File: src/rtl/key_ui_ctrl.sv
// Front-panel key scheduler: turns debounced key pulses/levels into mode, scale and
// freeze settings and offers them to the datapath through a coalescing valid/ready beat.
module key_ui_ctrl #(
    parameter int unsigned HOLD_CNT   = 50000000,
    parameter int unsigned REPEAT_CNT = 10000000,
    parameter int unsigned NUM_MODES  = 4,
    parameter int unsigned SCALE_MAX  = 7,
    parameter int unsigned SCALE_INIT = 4
) (
    input  logic       clk,
    input  logic       resetn,
    input  logic       mode_edge,
    input  logic       up_edge,
    input  logic       up_lvl,
    input  logic       dn_edge,
    input  logic       dn_lvl,
    input  logic       frz_edge,
    input  logic       cfg_ready,
    output logic       cfg_valid,
    output logic [1:0] cfg_mode,
    output logic [2:0] cfg_scale,
    output logic       cfg_freeze,
    output logic       rpt_active
);

    localparam int unsigned CNT_W = 32;

    localparam logic [1:0] S_IDLE   = 2'd0;
    localparam logic [1:0] S_HOLD   = 2'd1;
    localparam logic [1:0] S_REPEAT = 2'd2;

    localparam logic [CNT_W-1:0] HOLD_LAST   = CNT_W'(HOLD_CNT - 1);
    localparam logic [CNT_W-1:0] REPEAT_LAST = CNT_W'(REPEAT_CNT - 1);
    localparam logic [1:0]       MODE_LAST   = 2'(NUM_MODES - 1);
    localparam logic [2:0]       SCALE_TOP   = 3'(SCALE_MAX);
    localparam logic [2:0]       SCALE_RST   = 3'(SCALE_INIT);

    logic [1:0]       state, state_n;
    logic             dir, dir_n;
    logic [CNT_W-1:0] cnt, cnt_n;
    logic [1:0]       mode, mode_n;
    logic [2:0]       scale, scale_n;
    logic             freeze, freeze_n;
    logic             dirty, dirty_n;
    logic             cfg_valid_n, cfg_freeze_n;
    logic [1:0]       cfg_mode_n;
    logic [2:0]       cfg_scale_n;
    logic             step_up, step_dn, dir_lvl, change;

    assign dir_lvl = dir ? up_lvl : dn_lvl;

    // Next-state: key actions, scale FSM and the coalescing handshake
    always_comb begin
        state_n      = state;
        dir_n        = dir;
        cnt_n        = cnt;
        mode_n       = mode;
        scale_n      = scale;
        freeze_n     = freeze;
        step_up      = 1'b0;
        step_dn      = 1'b0;
        cfg_valid_n  = cfg_valid;
        cfg_mode_n   = cfg_mode;
        cfg_scale_n  = cfg_scale;
        cfg_freeze_n = cfg_freeze;
        dirty_n      = dirty;

        if (mode_edge) mode_n = (mode == MODE_LAST) ? 2'd0 : mode + 2'd1;
        if (frz_edge)  freeze_n = !freeze;

        case (state)
            S_IDLE: begin
                if (up_edge ^ dn_edge) begin
                    step_up = up_edge;
                    step_dn = dn_edge;
                    dir_n   = up_edge;
                    cnt_n   = '0;
                    state_n = S_HOLD;
                end
            end
            S_HOLD: begin
                if (!dir_lvl) begin
                    state_n = S_IDLE;
                end else if (cnt == HOLD_LAST) begin
                    step_up = dir;
                    step_dn = !dir;
                    cnt_n   = '0;
                    state_n = S_REPEAT;
                end else begin
                    cnt_n = cnt + CNT_W'(1);
                end
            end
            S_REPEAT: begin
                if (!dir_lvl) begin
                    state_n = S_IDLE;
                end else if (cnt == REPEAT_LAST) begin
                    step_up = dir;
                    step_dn = !dir;
                    cnt_n   = '0;
                end else begin
                    cnt_n = cnt + CNT_W'(1);
                end
            end
            default: state_n = S_IDLE;
        endcase

        // Saturation is checked before the update so the 3-bit value never wraps
        if (step_up && (scale != SCALE_TOP)) scale_n = scale + 3'd1;
        if (step_dn && (scale != 3'd0))      scale_n = scale - 3'd1;

        change  = mode_edge | frz_edge | (scale_n != scale);
        dirty_n = dirty | change;

        if (!cfg_valid) begin
            if (dirty) begin
                cfg_valid_n  = 1'b1;
                cfg_mode_n   = mode;
                cfg_scale_n  = scale;
                cfg_freeze_n = freeze;
                dirty_n      = change;
            end
        end else if (cfg_ready) begin
            if (dirty || change) begin
                cfg_mode_n   = mode_n;
                cfg_scale_n  = scale_n;
                cfg_freeze_n = freeze_n;
                dirty_n      = 1'b0;
            end else begin
                cfg_valid_n = 1'b0;
            end
        end
    end

    // State and output registers
    always_ff @(posedge clk) begin
        if (!resetn) begin
            state      <= S_IDLE;
            dir        <= 1'b0;
            cnt        <= '0;
            mode       <= 2'd0;
            scale      <= SCALE_RST;
            freeze     <= 1'b0;
            dirty      <= 1'b1;
            cfg_valid  <= 1'b0;
            cfg_mode   <= 2'd0;
            cfg_scale  <= SCALE_RST;
            cfg_freeze <= 1'b0;
            rpt_active <= 1'b0;
        end else begin
            state      <= state_n;
            dir        <= dir_n;
            cnt        <= cnt_n;
            mode       <= mode_n;
            scale      <= scale_n;
            freeze     <= freeze_n;
            dirty      <= dirty_n;
            cfg_valid  <= cfg_valid_n;
            cfg_mode   <= cfg_mode_n;
            cfg_scale  <= cfg_scale_n;
            cfg_freeze <= cfg_freeze_n;
            rpt_active <= (state_n == S_REPEAT);
        end
    end

endmodule

File: config.mk
export PLATFORM = sky130hd
export DESIGN_NAME = key_ui_ctrl
export DESIGN_NICKNAME = d
export VERILOG_FILES = /design/src/rtl/key_ui_ctrl.sv
export SDC_FILE = /design/constraint.sdc
export NUM_CORES = 1
export LEC_CHECK = 0
export ABC_CLOCK_PERIOD_IN_PS = 2320
export BUFFER_PORTS_ARGS = -buffer_cell sky130_fd_sc_hd__clkbuf_2
export CORE_MARGIN = 2
export CORE_UTILIZATION = 25
export DETAILED_ROUTE_END_ITERATION = 16
export GPL_ROUTABILITY_DRIVEN = 0
export GPL_TIMING_DRIVEN = 1
export PLACE_DENSITY = 0.53
export SYNTH_ARGS = -nofsm -noshare
export SYNTH_HDL_FRONTEND = slang
export SYNTH_SLANG_ARGS = --single-unit
File: constraint.sdc
create_clock -name clk -period 2.32 [get_ports clk]
set_input_delay 0.232 -clock clk [delete_from_list [all_inputs] [get_ports clk]]
set_output_delay 0.232 -clock clk [all_outputs]
set_load 0.1 [all_outputs]
==> Word level (Yosys, flattened, before mapping) <==
Index checks and enable logic that the tools add are counted.
{ "totals": {"regBits": 50, "in_bits": 9, "output_inout_bits": 8, "wordCells": 94} }
{ "classes": {"add_sub_neg": 4, "n_eq_ne": 13, "mux": 49, "bitwise_logic": 4, "n_reduce_logical": 12} }
{ "op_table": {"columns": ["operator", "n"], "rows": [
  ["32-bit two-way mux", 5],
  ["32-bit case mux with 3 select lines", 1],
  ["32-bit by 1-bit adder with 32-bit output (second input constant)", 1],
  ["32-bit by 24-bit equality test with 1-bit output (second input constant)", 1],
  ["32-bit by 26-bit equality test with 1-bit output (second input constant)", 1],
  ["1-bit two-way mux", 24],
  ["2-bit two-way mux", 10],
  ["3-bit two-way mux", 6],
  ["2-bit != test (second input constant)", 4],
  ["2-bit equality test (second input constant)", 3],
  ["1-bit case mux with 3 select lines", 2],
  ["2-bit case mux with 3 select lines", 1],
  ["3-bit nonzero test", 2],
  ["4-bit AND reduction", 1],
  ["3-bit by 1-bit adder with 3-bit output (second input constant)", 1],
  ["3-bit != test", 1],
  ["3-bit != test (second input constant)", 1],
  ["1-bit OR", 3],
  ["3-bit AND reduction", 1],
  ["3-bit by 1-bit subtractor with 3-bit output (second input constant)", 1],
  ["2-bit by 1-bit adder with 2-bit output (second input constant)", 1],
  ["2-bit by 1-bit equality test with 1-bit output (second input constant)", 1],
  ["1-bit logical AND", 2],
  ["1-bit logical NOT", 2],
  ["6 further kinds", 6]
]} }

==> Depth between registers and ports, before layout <==
Gate-level depths: netlist of the first run.
{ "logic_depth": {"ltp_word": 13, "depth_mapped": 10, "mapped_depth_nobuf": 9} }

==> Worst setup path before layout of the first run <==
No wires, ideal clock.
{ "synth_timing": {"path_kind": "reg-to-reg", "startpoint": "register state[0]", "endpoint": "register cnt[27]", "t_arrival_ns": 2.124, "required_time_ns": 2.203, "path_slack_ns": 0.079, "stages_incl_launch_ff": 10, "cell_sequence": "dfxtp_1 > inv_1 > ha_1 > a21oi_1 > o21ai_2 > nor4_2 > nand4_1 > nor3_1 > xnor2_1 > nor2_1"} }
{ "synth_via": {"elab_chain_len": 3, "word_cells_on_any_way": 9} }
{ "synth_lines": {"columns": ["element", "line_no", "text"], "rows": [
  ["start, declared", "38", "logic [1:0] state, state_n;"],
  ["start signal, assigned", "150", "state <= state_n;"],
  ["2-bit by 1-bit equality test with 1-bit output (tied with other cells)", "71", "case (state)"],
  ["2-bit != test (no source line) / 3-bit nonzero test (equally long branches)", null, null],
  ["4-bit AND reduction (no source line)", null, null],
  ["end signal, assigned", "152", "cnt <= cnt_n;"],
  ["end, declared", "40", "logic [CNT_W-1:0] cnt, cnt_n;"]
]} }
Parallel ways exist; a longest one is shown, timed or not.
A chain may end at the register's enable or synchronous reset.

==> Final worst setup path of the first run <==
{ "layout_timing": {"startpoint": "register state[0]", "endpoint": "register cfg_scale[1]"} }
{ "layout_via": {"elab_chain_len": 10, "word_cells_on_any_way": 17} }
{ "layout_lines": {"columns": ["element", "line_no", "text"], "rows": [
  ["2-bit equality test (tied with other cells)", "71", null],
  ["1-bit case mux with 3 select lines", "71", null],
  ["1-bit logical AND", "108", "if (step_up && (scale != SCALE_TOP)) scale_n = scale + 3'd1;"],
  ["3-bit two-way mux", "108", null],
  ["3-bit two-way mux *", "109", "if (step_dn && (scale != 3'd0)) scale_n = scale - 3'd1;"],
  ["3-bit != test", "111", "change = mode_edge | frz_edge | (scale_n != scale);"],
  ["1-bit OR", "111", null],
  ["1-bit logical OR", "123", "if (dirty || change) begin"],
  ["2-bit by 1-bit != test with 1-bit output (no source line)", null, null],
  ["3-bit AND reduction (no source line)", null, null],
  ["end signal, assigned", "159", "cfg_scale <= cfg_scale_n;"],
  ["end, declared", "21", "output logic [2:0] cfg_scale,"]
]} }
Every way passes the cells marked *; elsewhere a longest branch is shown, timed or not. The select of a mux whose other input is x is not followed.

==> results of run 1 <==
-- cells in the final DEF, fill, tap and decap left out, types with 5 or more instances in the layout --
| cell | count |
|---|---|
| dfxtp_1 | 49 |
| nor2_1 | 47 |
| nand2_1 | 33 |
| buf_4 | 30 |
| xor2_1 | 21 |
| nand3_1 | 19 |
| clkbuf_2 | 16 |
| a21oi_1 | 11 |
| xnor2_1 | 11 |
| ha_1 | 10 |
| inv_1 | 9 |
| nand4_1 | 9 |
| nor3_1 | 5 |
| o21ai_0 | 5 |
| clkbuf_8 | 5 |
-- layout make-up --
class                   count  area, um2  share of cell area
flip-flops and latches     50       1000               0.298
inverters                   9       33.8              0.0100
repair buffers             48        345               0.103
clock inverters             3       43.8              0.0130
clock buffers               5       68.8              0.0204
well taps                 136        170              0.0505
multi-input cells         250       1700               0.506
-- timing repair --
action                                  4_1_cts  5_1_grt
hold endpoints to repair                      0        0
endpoints found under the setup margin        0       40
gates resized for setup                       0       20
buffers inserted                              0        1
-- synthesized netlist by cell type (all sizes together), types with 2 or more instances --
master	n
buf	5
and4	6
xnor2	11
nand3	20
nor3	5
o21a	4
and3	4
xor2	21
nor2b	4
a311oi	3
and2	2
a31oi	4
o211ai	2
nand4b	2
a21oi	11
nor4	6
mux2	2
o21ai	11
nor3b	3
inv	9
nor2	47
dfxtp	50
mux2i	4
nand2b	4
nand2	34
clkbuf	4
nand3b	4
ha	13
nand4	9
-- report_power, final --
group | switching (mW) | leakage (nW) | internal, mW
sequential | 0.0360 | 0.406 | 0.894
clock | 0.318 | 0.0585 | 0.324
combinational | 0.285 | 0.829 | 0.155
total | 0.640 | 1.29 | 1.37
-- cell families after synthesis --
group,count (synthesis),share of synthesized area
buffers and inverters,19,0.0333
AND/OR/NAND/NOR,154,0.299
adder cells (fa/ha/maj),13,0.0601
flip-flops,50,0.370
XOR/XNOR,32,0.104
AO/OA/AOI/OAI,44,0.110
multiplexers,6,0.0245
-- through the flow --
step / worst slack [ps] / instances / setup TNS (ps)
3_3_place_gp: 65.4 / 491 / 0
6_report: 123 / 501 / 0
3_5_place_dp: 41.9 / 491 / 0
5_1_grt: -13.0 / 501 / -23.6
2_1_floorplan: 79.2 / 318 / 0
4_1_cts: 6.50 / 499 / 0
-- sequential cells by signal (all words and copies together), names as in the netlist --
signal,flops
scale,3
cnt,32
freeze,1
cfg_freeze,1
dirty,1
rpt_active,1
cfg_mode,2
cfg_valid,1
cfg_scale,3
dir,1
state,2
mode,2
-- layer usage --
layer  vias to the layer above  track usage  share of wire
li1                       1207            -              -
met1                      1050        0.137           0.49
met2                        24        0.189           0.47
met3                         6       0.0235          0.031
met4                         0       0.0247         0.0079
met5                         -            0              0
-- how the worst min path moves through the flow --
stage	from	to	slack, ps
6_report	cfg_ready	cfg_scale[0]	140
5_1_grt	cfg_ready	cfg_scale[0]	130
4_1_cts	cfg_ready	cfg_scale[0]	120
3_5_place_dp	cfg_ready	cfg_scale[0]	460
3_3_place_gp	cfg_ready	cfg_scale[0]	460
2_1_floorplan	cfg_ready	cfg_scale[0]	330
==> metrics.txt, run 1 <==
Max IR drop VDD=0.254 mV; Worst Setup SP=state[0]; Seq/Total Area, Yosys=0.370; crit path cell chain=inv_1 > ha_4 > nor3b_2 > and4_1 > o211ai_2 > o21a_2 > nand4b_2 > a41o_1; drt total wl=6170 um; CP Launch Type=flip-flop; Clock Latency Late Sink=310 ps; fin util=0.323; relative slew slack=0.646; RSZ-0062 raised after global routing=yes; leakage=1.29 nW; CP peak stage delay=340 ps; nets=386; fmax=455 MHz; share of the synthesized area in the top cell type=0.370; clk_skew=13.2 ps; reg2reg end=cfg_scale[1]; GRT Util Overall=0.109; max-slew violation count=0; share of cells above drive strength 1=0.225; worst hold stages=2; Final Hold Vio Count=0; CP required=2520 ps; R2R Path Start=state[0]; 1st-iter DRT viols=142; Netlist cell types=53; final setup vio count=0; root buffer cell=clkbuf_8; slowest CP cell=dfxtp_2; cell count along the critical path=8; Critical Path AT=2400 ps; total grt overflow=0; Post-Layout Inst Area=3370 um2; Netlist Area Pre-Place=2710 um2; fillers=1,108; chip height=108 um; Synth Instances=318; core area=10,400 um2; Crit path max-delay family=compound AO/OA/AOI/OAI gates; yosys warns=0; worst path bufs/invs=1; period utilization=0.947; post-synthesis net count=340; Cell Area, Placed=3150 um2; worst setup path endpoint=cfg_scale[1]; pin count of the biggest net entering global routing=33; R2R Setup Slk=120 ps; Num Clock Sinks=50; min cycle time layout=2200 ps; Starting Density=0.260; max-cap check violation count=0; Antenna Nets Post-Route=0; DR pass1 iterations=4; ranking of synthesized cells by area=dfxtp_1 (37%), xor2_1 (6.8%), nor2_1 (6.5%); status=finished, final reports clean; final hold slack=138 ps; TritonCTS clock tree=built; WL/cell=12.3 um; Setup crit end kind=flip-flop; PD cells=597 nW/um2; R2R cell count=8; Post-synth EDFFs=0; IO buf count=16; overall power=2.01 mW; synthesized flop and latch total=50; CP Class=reg2reg; residual DRC count=0; Mapped Avg Cell Area=8.51 um2; Min-Delay Path Class=in2reg; # IOs=17; Max FO, Critical Path=6; vias in the first global route=2,209; Num CTS Buffers=5; die footprint=11,700 um2; ys async rst share=0; Least-Margin Pin Slew=529 ps; hold buffers post-CTS=0; row count=37; first-pass GRT wire length=10,300 um; CTS Buffer Depth=2; area leader, netlist=dfxtp_1; H-tree depth=2; initial antenna violation count=0; Area Growth Syn to Fin=24.4%; clock slew at reported path FFs=100 ps; hpwl dp=4410 um; vias per cell=4.56; ant diodes=0; via count=2,287; Most used DFF post-synth=dfxtp_1; die width=108 um
(Power assumes the default switching activity.)
==> inputs of run 2 (changes only) <==
--- a/config.mk
+++ b/config.mk
@@ -13,6 +13,7 @@
 export GPL_ROUTABILITY_DRIVEN = 0
 export GPL_TIMING_DRIVEN = 1
 export PLACE_DENSITY = 0.53
+export SETUP_SLACK_MARGIN = 0.4
 export SYNTH_ARGS = -nofsm -noshare
 export SYNTH_HDL_FRONTEND = slang
 export SYNTH_SLANG_ARGS = --single-unit
==> metrics.txt, run 2 (same netlist as run 1, synthesis figures left out) <==
biggest regs=cnt: 32 flops, cfg_scale: 3 flops, scale: 3 flops; root buffer cell=clkbuf_8; Num CTS Buffers=5; max-cap check violation count=0; Max IR drop VDD=0.250 mV; 1st-iter DRT viols=117; die width=108 um; hpwl dp=4380 um; CP Class=reg2reg; die footprint=11,700 um2; clock slew at reported path FFs=90 ps; commonest cells after routing, fill and taps aside=nor2_1 (46), dfxtp_1 (43), nand2_1 (32); final setup vio count=0; TritonCTS clock tree=built; CTS Buffer Depth=2; worst hold stages=2; Critical Path AT=2360 ps; via count=2,352; pin count of the biggest net entering global routing=33; cell count along the critical path=7; initial antenna violation count=0; first-pass GRT wire length=10,300 um; Crit path max-delay family=simple AND/OR/NAND/NOR gates; worst setup margin=155 ps; crit path cell chain=or4b_4 > nor4_4 > o211ai_4 > o21a_4 > mux2_4 > o221ai_2 > a32oi_1; Least-Margin Pin Slew=549 ps; R2R cell count=7; fmax=462 MHz; max reg flops=32; CP peak stage delay=570 ps; status=finished, final reports clean; row count=37; DR pass1 iterations=4; Max FO, Critical Path=6; Cell Area, Placed=3070 um2; vias in the first global route=2,227; clk_skew=5.76 ps; worst path bufs/invs=0; core area=10,400 um2; share of cells above drive strength 1=0.278; chip height=108 um; nets=384; Final Hold Vio Count=0; Post-Layout Inst Area=3490 um2; Area Growth Syn to Fin=28.9%; Top reg by flops=cnt; R2R Setup Slk=150 ps; Num Clock Sinks=50; leakage=1.29 nW; residual DRC count=0; IO buf count=16; Starting Density=0.260; Place WS=5.22 ps; Min-Delay Path Class=in2reg; relative slew slack=0.636; slowest CP cell=or4b_4; # IOs=17; final non-filler cell total=499; PD cells=560 nW/um2; H-tree depth=2; Antenna Nets Post-Route=0; min cycle time layout=2170 ps; hold buffers post-CTS=0; WL/cell=12.8 um; period utilization=0.933; Setup crit end kind=flip-flop; max-slew violation count=0; total grt overflow=0; CP required=2520 ps; RSZ-0062 raised after global routing=yes; Cells after DPL=475; CP Launch Type=flip-flop; ant diodes=0; fin util=0.335; most common cell after layout, fill and taps aside=nor2_1; GRT Util Overall=0.110; final hold slack=155 ps; TNS Setup=0 ps; Clock Latency Late Sink=310 ps; drt total wl=6410 um; vias per cell=4.71; overall power=1.95 mW
==> run 2: changes by cell type in the layout (fill, tap and decap cells not counted), sizes merged <==
cell / delta
nand4b: -1
buf: -2
inv: -1
clkbuf: +3
bufinv: -1
==> run 2: metal layers <==
metal  routed length [um]  track usage
met1                 3110        0.139
met2                 3070        0.182
met3                  145       0.0253
met4                   89       0.0375
met5                    0            0
==> run 2: path summary, 6_finish.rpt <==
path	from	to
min	cfg_ready	cfg_scale[0]
max	cnt[21]	cfg_scale[2]
min reg2reg	cnt[1]	cnt[1]
max reg2reg	cnt[21]	cfg_scale[2]
==> run 2: layout make-up <==
cell class / instances / area [um2]
fill: 1078 / 6930
tap: 136 / 170
multi-input combinational: 249 / 1820
inverter: 9 / 38.8
clock inverter: 1 / 5.00
timing repair buffer: 47 / 354
sequential: 50 / 1020
clock buffer: 7 / 86.3
==> run 2: repair_timing <==
action,in CTS,in global routing
endpoints found under the setup margin,45,44
pin swaps,7,17
gates resized for setup,21,22
cloned,0,2
setup buffers,5,9
==> run 2: report_power, final <==
part | leakage [nW] | internal (mW) | switching, mW
logic | 0.836 | 0.186 | 0.306
clock network | 0.0482 | 0.241 | 0.292
registers | 0.410 | 0.892 | 0.0377
total | 1.29 | 1.32 | 0.635
